**src/rtl/obstacle_pkg.sv**
```systemverilog
// Shared definitions for the obstacle engine: type codes, per-type geometry and field widths.
package obstacle_pkg;

    typedef enum logic [1:0] {
        ObsSmall = 2'd0,
        ObsTall  = 2'd1,
        ObsWide  = 2'd2
    } obs_type_e;

    localparam int unsigned TYPE_W = 2;
    localparam int unsigned DIM_W  = 6;

    function automatic logic [DIM_W-1:0] obs_width(input logic [TYPE_W-1:0] t);
        case (obs_type_e'(t))
            ObsTall: return 6'd25;
            ObsWide: return 6'd51;
            default: return 6'd17;
        endcase
    endfunction

    function automatic logic [DIM_W-1:0] obs_height(input logic [TYPE_W-1:0] t);
        case (obs_type_e'(t))
            ObsTall: return 6'd50;
            ObsWide: return 6'd50;
            default: return 6'd35;
        endcase
    endfunction

    // Code 3 is unused; fold it onto the small obstacle.
    function automatic logic [TYPE_W-1:0] rand_to_type(input logic [1:0] r);
        return (r == 2'd3) ? 2'd0 : r;
    endfunction

endpackage

```
**src/rtl/obstacle_slot.sv**
```systemverilog
// One obstacle slot: position/type registers, scroll/retire on move strobe, player overlap test.
module obstacle_slot
    import obstacle_pkg::*;
#(
    parameter int unsigned X_W        = 11,
    parameter int unsigned LEFT_PAD   = 64,
    parameter int unsigned SPAWN_X    = 640,
    parameter int unsigned GROUND_Y   = 417,
    parameter int unsigned HIT_MARGIN = 5
) (
    input  logic              clk,
    input  logic              rst,
    input  logic              clear,
    input  logic              mv,
    input  logic [3:0]        speed,
    input  logic              spawn,
    input  logic [TYPE_W-1:0] spawn_type,
    input  logic [X_W+1:0]    px,
    input  logic [8:0]        player_y,
    input  logic [5:0]        player_w,
    input  logic [5:0]        player_h,
    output logic              valid,
    output logic [X_W-1:0]    xp,
    output logic [TYPE_W-1:0] typ,
    output logic              retire,
    output logic              hit
);

    localparam int unsigned CW = X_W + 2;
    localparam logic [X_W-1:0] SPAWN_XP = X_W'(SPAWN_X + LEFT_PAD);

    logic              valid_q, valid_d;
    logic [X_W-1:0]    xp_q, xp_d;
    logic [TYPE_W-1:0] type_q, type_d;

    always_comb begin
        valid_d = valid_q;
        xp_d    = xp_q;
        type_d  = type_q;
        retire  = 1'b0;
        if (mv) begin
            if (valid_q) begin
                if (xp_q <= X_W'(speed)) begin
                    valid_d = 1'b0;
                    retire  = 1'b1;
                end else begin
                    xp_d = xp_q - X_W'(speed);
                end
            end else if (spawn) begin
                valid_d = 1'b1;
                xp_d    = SPAWN_XP;
                type_d  = spawn_type;
            end
        end
    end

    always_ff @(posedge clk or posedge rst) begin
        if (rst) begin
            valid_q <= 1'b0;
            xp_q    <= '0;
            type_q  <= '0;
        end else if (clear) begin
            valid_q <= 1'b0;
            xp_q    <= '0;
            type_q  <= '0;
        end else begin
            valid_q <= valid_d;
            xp_q    <= xp_d;
            type_q  <= type_d;
        end
    end

    logic [CW-1:0] ow, oh, oy, p, py, pw, ph, m;

    assign ow = CW'(obs_width(type_q));
    assign oh = CW'(obs_height(type_q));
    assign oy = CW'(GROUND_Y) - oh;
    assign p  = CW'(xp_q);
    assign py = CW'(player_y);
    assign pw = CW'(player_w);
    assign ph = CW'(player_h);
    assign m  = CW'(HIT_MARGIN);

    // Each edge is pulled in by the margin so grazing contact is forgiven.
    assign hit = valid_q && (px + pw > p + m) && (p + ow > px + m) &&
                 (py + ph > oy + m) && (oy + oh > py + m);

    assign valid = valid_q;
    assign xp    = xp_q;
    assign typ   = type_q;

endmodule

```
**src/rtl/obstacle_field.sv**
```systemverilog
// Multi-slot obstacle engine: spawn allocator, gap counter, speed ramp and sticky collision.
module obstacle_field
    import obstacle_pkg::*;
#(
    parameter int unsigned NUM_SLOTS        = 3,
    parameter int unsigned X_W              = 11,
    parameter int unsigned LEFT_PAD         = 64,
    parameter int unsigned SPAWN_X          = 640,
    parameter int unsigned GROUND_Y         = 417,
    parameter int unsigned GAP_MIN          = 200,
    parameter logic [7:0]  GAP_RAND_MASK    = 8'hFF,
    parameter int unsigned SPEED_INIT       = 4,
    parameter int unsigned SPEED_MAX        = 12,
    parameter int unsigned SPEED_STEP_TICKS = 1000,
    parameter int unsigned HIT_MARGIN       = 5
) (
    input  logic                        clk,
    input  logic                        rst,
    input  logic                        tick,
    input  logic                        run,
    input  logic                        clear,
    input  logic [7:0]                  rand_byte,
    input  logic [9:0]                  player_x,
    input  logic [8:0]                  player_y,
    input  logic [5:0]                  player_w,
    input  logic [5:0]                  player_h,
    output logic [NUM_SLOTS-1:0]        obj_valid,
    output logic [NUM_SLOTS*X_W-1:0]    obj_xp,
    output logic [NUM_SLOTS*TYPE_W-1:0] obj_type,
    output logic [3:0]                  speed,
    output logic                        collide,
    output logic [15:0]                 passed_count
);

    localparam int unsigned CW     = X_W + 2;
    localparam int unsigned GAP_W  = $clog2(GAP_MIN + 256);
    localparam int unsigned RAMP_W = $clog2(SPEED_STEP_TICKS + 1);

    logic [GAP_W-1:0]     gap_q, gap_d;
    logic [RAMP_W-1:0]    ramp_q, ramp_d;
    logic [3:0]           speed_q, speed_d;
    logic [15:0]          passed_q, passed_d;
    logic                 collide_q;

    logic                 mv;
    logic                 spawn_due;
    logic                 found;
    logic [NUM_SLOTS-1:0] spawn_sel;
    logic [NUM_SLOTS-1:0] slot_retire;
    logic [NUM_SLOTS-1:0] slot_hit;
    logic [TYPE_W-1:0]    new_type;
    logic [CW-1:0]        px;

    assign mv        = tick & run & ~collide_q;
    assign spawn_due = (gap_q <= GAP_W'(speed_q));
    assign new_type  = rand_to_type(rand_byte[1:0]);
    assign px        = CW'(player_x) + CW'(LEFT_PAD);

    // Allocation looks only at pre-tick occupancy, so a slot retiring now stays empty this tick.
    always_comb begin
        spawn_sel = '0;
        found     = 1'b0;
        for (int i = 0; i < NUM_SLOTS; i++) begin
            if (!obj_valid[i] && !found) begin
                spawn_sel[i] = 1'b1;
                found        = 1'b1;
            end
        end
    end

    for (genvar i = 0; i < NUM_SLOTS; i++) begin : g_slot
        obstacle_slot #(
            .X_W        (X_W),
            .LEFT_PAD   (LEFT_PAD),
            .SPAWN_X    (SPAWN_X),
            .GROUND_Y   (GROUND_Y),
            .HIT_MARGIN (HIT_MARGIN)
        ) u_slot (
            .clk        (clk),
            .rst        (rst),
            .clear      (clear),
            .mv         (mv),
            .speed      (speed_q),
            .spawn      (spawn_due & spawn_sel[i]),
            .spawn_type (new_type),
            .px         (px),
            .player_y   (player_y),
            .player_w   (player_w),
            .player_h   (player_h),
            .valid      (obj_valid[i]),
            .xp         (obj_xp[i*X_W +: X_W]),
            .typ        (obj_type[i*TYPE_W +: TYPE_W]),
            .retire     (slot_retire[i]),
            .hit        (slot_hit[i])
        );
    end

    always_comb begin
        gap_d    = gap_q;
        ramp_d   = ramp_q;
        speed_d  = speed_q;
        passed_d = passed_q;
        if (mv) begin
            // With every slot busy the gap parks at zero so the spawn retries each tick.
            if (spawn_due) begin
                gap_d = found ? GAP_W'(GAP_MIN) + GAP_W'(rand_byte & GAP_RAND_MASK) : '0;
            end else begin
                gap_d = gap_q - GAP_W'(speed_q);
            end
            if (ramp_q == RAMP_W'(SPEED_STEP_TICKS - 1)) begin
                ramp_d = '0;
                if (speed_q < 4'(SPEED_MAX)) begin
                    speed_d = speed_q + 4'd1;
                end
            end else begin
                ramp_d = ramp_q + 1'b1;
            end
            for (int i = 0; i < NUM_SLOTS; i++) begin
                if (slot_retire[i] && passed_d != 16'hFFFF) begin
                    passed_d = passed_d + 16'd1;
                end
            end
        end
    end

    always_ff @(posedge clk or posedge rst) begin
        if (rst) begin
            gap_q     <= GAP_W'(GAP_MIN);
            ramp_q    <= '0;
            speed_q   <= 4'(SPEED_INIT);
            passed_q  <= '0;
            collide_q <= 1'b0;
        end else if (clear) begin
            gap_q     <= GAP_W'(GAP_MIN);
            ramp_q    <= '0;
            speed_q   <= 4'(SPEED_INIT);
            passed_q  <= '0;
            collide_q <= 1'b0;
        end else begin
            gap_q     <= gap_d;
            ramp_q    <= ramp_d;
            speed_q   <= speed_d;
            passed_q  <= passed_d;
            collide_q <= collide_q | (|slot_hit);
        end
    end

    assign speed        = speed_q;
    assign collide      = collide_q;
    assign passed_count = passed_q;

endmodule

```
**config.mk**
```make
export PLATFORM = sky130hd
export DESIGN_NAME = obstacle_field
export DESIGN_NICKNAME = d
export VERILOG_FILES = /design/src/rtl/obstacle_pkg.sv /design/src/rtl/obstacle_slot.sv /design/src/rtl/obstacle_field.sv
export SDC_FILE = /design/constraint.sdc
export NUM_CORES = 1
export LEC_CHECK = 0
export CAP_MARGIN = 30
export CORE_MARGIN = 2
export CORE_UTILIZATION = 50
export DETAILED_ROUTE_END_ITERATION = 8
export PLACE_DENSITY = 0.81
export SETUP_SLACK_MARGIN = 0.5
export SYNTH_ARGS = -nofsm -noshare
export SYNTH_HDL_FRONTEND = slang
export SYNTH_HIERARCHICAL = 1
export SYNTH_SLANG_ARGS = --single-unit
```
**constraint.sdc**
```tcl
create_clock -name clk -period 14.17 [get_ports clk]
set_input_delay 2.834 -clock clk [delete_from_list [all_inputs] [get_ports clk]]
set_output_delay 2.834 -clock clk [all_outputs]
set_load 0.005 [all_outputs]
```
==> impl_metrics.csv <==
group,metric,value,unit
critical_path,crit-reg2reg-launch,"speed[1]",
cells_and_area,fin_area,14840,µm²
grt,sum_of_overflow_across_all_layers_after_global_routing,0,
timing,timing.final.hold_violations,0,
grt,grt_max_degree,41,
status,violated_checks,"design-rule violations",
yosys,netlist_instances,1665,
critical_path,timing.critical_path.required,14.43,ns
critical_path,worstSetupEndpointType,"flop",
min_path,timing.hold.worst.start,"gap_q[0]",
grt,gr-usage-all-layers,26.54,%
min_path,worstHoldPathType,"reg -> reg",
timing,fin_tns_setup,0,ns
critical_path,critical-path-max-stage-delay,0.70,ns
yosys,synth_enable_flop_cells,0,
critical_path,timing.critical_path.cells,"clkdlybuf4s50_1, nand2_1, or2_2, clkinv_1, nand2_1, nor2b_1, nand4_4, or2_1, or4_4, a211o_4, nand4bb_1, nand2_1, xnor2_1, ha_1, inv_1, a2111o_1, nor4_2, nor2_1, a311oi_1",
critical_path,number_of_buffer_and_inverter_stages_on_the_critical_path,3,
yosys,ffs_w_async_s_r_synth,100.0,%
timing,layout_min_cycle_time,8.625,ns
yosys,synth_warn,6,
cells_and_area,n_fill_cell,2367,
yosys,main_synth_ff_type,"sky130_fd_sc_hd__dfrtp_1",
drt,drt_first_iter_violations,967,
clocking,post_cts.repair.setup_buffers,0,
yosys,synth_cell_type_count,112,
power_and_ir_drop,vdd_drop_max,0.04076,mV
yosys,synthTopCellsByCount,"sky130_fd_sc_hd__ha_1, sky130_fd_sc_hd__nand2_1, sky130_fd_sc_hd__nor2_1",
drt,vias,12950,
place,post_dp_cell_area,14530,µm²
timing,worst_hold_slack,0.4876,ns
grt,antenna_violations_before_repair,0,
power_and_ir_drop,p_per_area,53.55,nW/µm²
min_path,endpoint_of_the_worst_hold_path,"gap_q[0]",
place,placedCellCount,2066,
power_and_ir_drop,power,0.7947,mW
floorplan,fp-row-count,59,
critical_path,critical_path.top_delay_family,"simple AND/OR/NAND/NOR gates",
floorplan,io-pin-count,107,
floorplan,fp.dieArea,28030,µm²
drt,wl,37.81,mm
clocking,cts_sink_count,82,
critical_path,path_max_fanout,12,
drt,vias_per_cell,6.220,
yosys,ys_seq_area_share,15.40,%
critical_path,setup.reg_to_reg.worst_slack,7.30,ns
floorplan,die-height,167.4,µm
timing,worst_slew_pin_slew,0.9083,ns
timing,clock.fmax,0.1159,GHz
critical_path,timing.critical_path.arrival,8.89,ns
cells_and_area,area_growth,11.14,%
floorplan,starting_density_of_the_core,51.10,%
place,gp_congestion,0.9215,
timing,postLayoutSetupSlackWorst,5.545,ns
critical_path,worstReg2RegEnd,"passed_count[9]",
clocking,cts_hold_buf,0,
critical_path,criticalPathCategory,"in -> reg",
timing,setup_repair_after_global_routing_missed_its_margin,"no",
floorplan,core-area,26130,µm²
grt,grt_pass1_wl,61.32,mm
drt,route.detailed.drc,7,
place,placement.setup.worst_slack,5.310,ns
clocking,clkLatencyLatePin,0.35,ns
clocking,clk_root_buffer_cell,"sky130_fd_sc_hd__clkbuf_16",
floorplan,die_x,167.4,µm
yosys,yosysTopAreaCell,"sky130_fd_sc_hd__ha_1",
drt,detailedRoute.firstPassIterationCount,7,
timing,max-slew-margin-rel,37.88,%
cells_and_area,instances_no_fill,2082,
yosys,yosysMostFrequentCell,"sky130_fd_sc_hd__ha_1",
yosys,synthDominantCellAreaShare,16.77,%
timing,slew_viol_final,0,
min_path,hold-path-cell-count,2,
cells_and_area,final_util,56.79,%
timing,period_share,60.87,%
critical_path,crit_path_top_delay_cell,"sky130_fd_sc_hd__nor4_2",
cells_and_area,proportion_of_layout_cells_with_a_drive_suffix_above_1,5.953,%
clocking,cts.path.max_buffers,2,
grt,grt_pass1_vias,12500,
drt,drtAntennaViolNets,0,
clocking,htree_levels,3,
timing,setup_violation_total_in_the_final_timing_report,0,
yosys,postSynthRegisterBits,82,
clocking,cts_tree,"yes",
clocking,tritoncts.num_buffers,9,
critical_path,cp_startpoint_kind,"primary input",
critical_path,ff2ff_path_depth,20,
cells_and_area,insertedDiodeCount,0,
yosys,avg_inst_size_synth,8.020,µm²
drt,routed_wire_length_per_instance,18.16,µm
status,result_of_the_run,"finished, violations left",
clocking,post_cts_resize_count,0,
place,buffer_ports.inserted,106,
cells_and_area,layout.nets,1975,
power_and_ir_drop,cell_leakage_power,6.214,nW
clocking,clk_pin_slew_worst_paths,0.07,ns
critical_path,worst_path_most_repeated_cell,"sky130_fd_sc_hd__nand2_1",
yosys,synth_area_leaders,"sky130_fd_sc_hd__ha_1, sky130_fd_sc_hd__dfrtp_1, sky130_fd_sc_hd__xnor2_1",
job,max_cap_viol_count,0,
yosys,synth.cell_area,13350,µm²
place,hpwl,29.43,mm
timing,timing.clock.skew,0.01078,ns
[worst register-to-register path, delay by kind of cell (launching register included)]
kind,cells,cell delay (ns)
DFF,1,0.58
AOI/OAI and AO/OA,5,1.41
and+or+nand+nor,10,3.79
buffers and inverters,2,0.22
xor gates and xnor gates,1,0.17
adders and majority gates,2,0.62
[cell usage in the layout, fill, tap and decap left out, drive strengths merged, types with 13 or more instances in the layout]
cell and instances:
nor2 127, o211ai 16, conb 15, nor2b 27, clkdlybuf4s50 105, or3 32
o21bai 17, nor3 36, a21o 34, and3 18, o31ai 20, ha 179
dfrtp 78, a211oi 13, o21ai 89, inv 104, nand2b 19, xnor2 110
xor2 68, nor4 17, a21oi 108, o21a 21, mux2 14, nand2 152
nand4 38, nand3 57
[worst max-delay path by stage]
| stage | startpoint | to | slack, ns | depth (start not counted) |
|---|---|---|---|---|
| after floorplan | tick | passed_count[7] | 6.85 | 22 |
| after global placement | tick | passed_count[5] | 5.45 | 19 |
| after detailed placement | tick | passed_count[9] | 5.31 | 19 |
| after CTS | tick | passed_count[9] | 5.66 | 19 |
| after global routing | tick | passed_count[9] | 5.03 | 19 |
| final | tick | passed_count[9] | 5.54 | 19 |
[area by class of cell]
type | instances | area, µm² | area share [%]
Clock buffer | 10 | 239.0 | 1.610
Timing Repair Buffer | 113 | 1112 | 7.495
Inverter | 103 | 386.6 | 2.605
Sequential cell | 82 | 2057 | 13.86
Clock inverter | 6 | 72.57 | 0.4890
Multi-Input combinational cell | 1433 | 10550 | 71.12
Tap cell | 335 | 419.2 | 2.824
[metal layers]
| metal | global-route usage (%) | wire length, µm | vias to the layer above |
|---|---|---|---|
| li1 | - | - | 6262 |
| met1 | 33.84 | 16250 | 6110 |
| met2 | 45.86 | 18020 | 495 |
| met3 | 4.018 | 2452 | 83 |
| met4 | 9.074 | 1092 | 0 |
| met5 | 0 | 0 | - |
[report_power, final]
| group | internal [mW] | switching [mW] |
|---|---|---|
| clock network | 0.143 | 0.107 |
| registers | 0.239 | 0.0126 |
| logic | 0.127 | 0.166 |
| total | 0.509 | 0.285 |
[registers in the layout (all words and copies together), names as in the netlist]
register and cells:
g_slot.u_slot/typ 6, g_slot.u_slot/valid 3, passed_count 16, speed 4, gap_q 9, g_slot.u_slot/xp 33
collide 1, ramp_q 10
[kinds of logic (layout without fill, tap and decap cells)]
family	after synthesis	in the layout	synth area share, %
AO/OA/AOI/OAI	444	444	23.17
XOR/XNOR	178	178	11.68
adder cells (fa/ha/maj)	189	189	18.27
buffers and inverters	164	232	5.950
flip-flops	82	82	15.40
multiplexers	21	21	1.818
other	1	15	0.02808
AND/OR/NAND/NOR	586	586	23.68
Note: power is estimated with default switching activity, not from simulation.
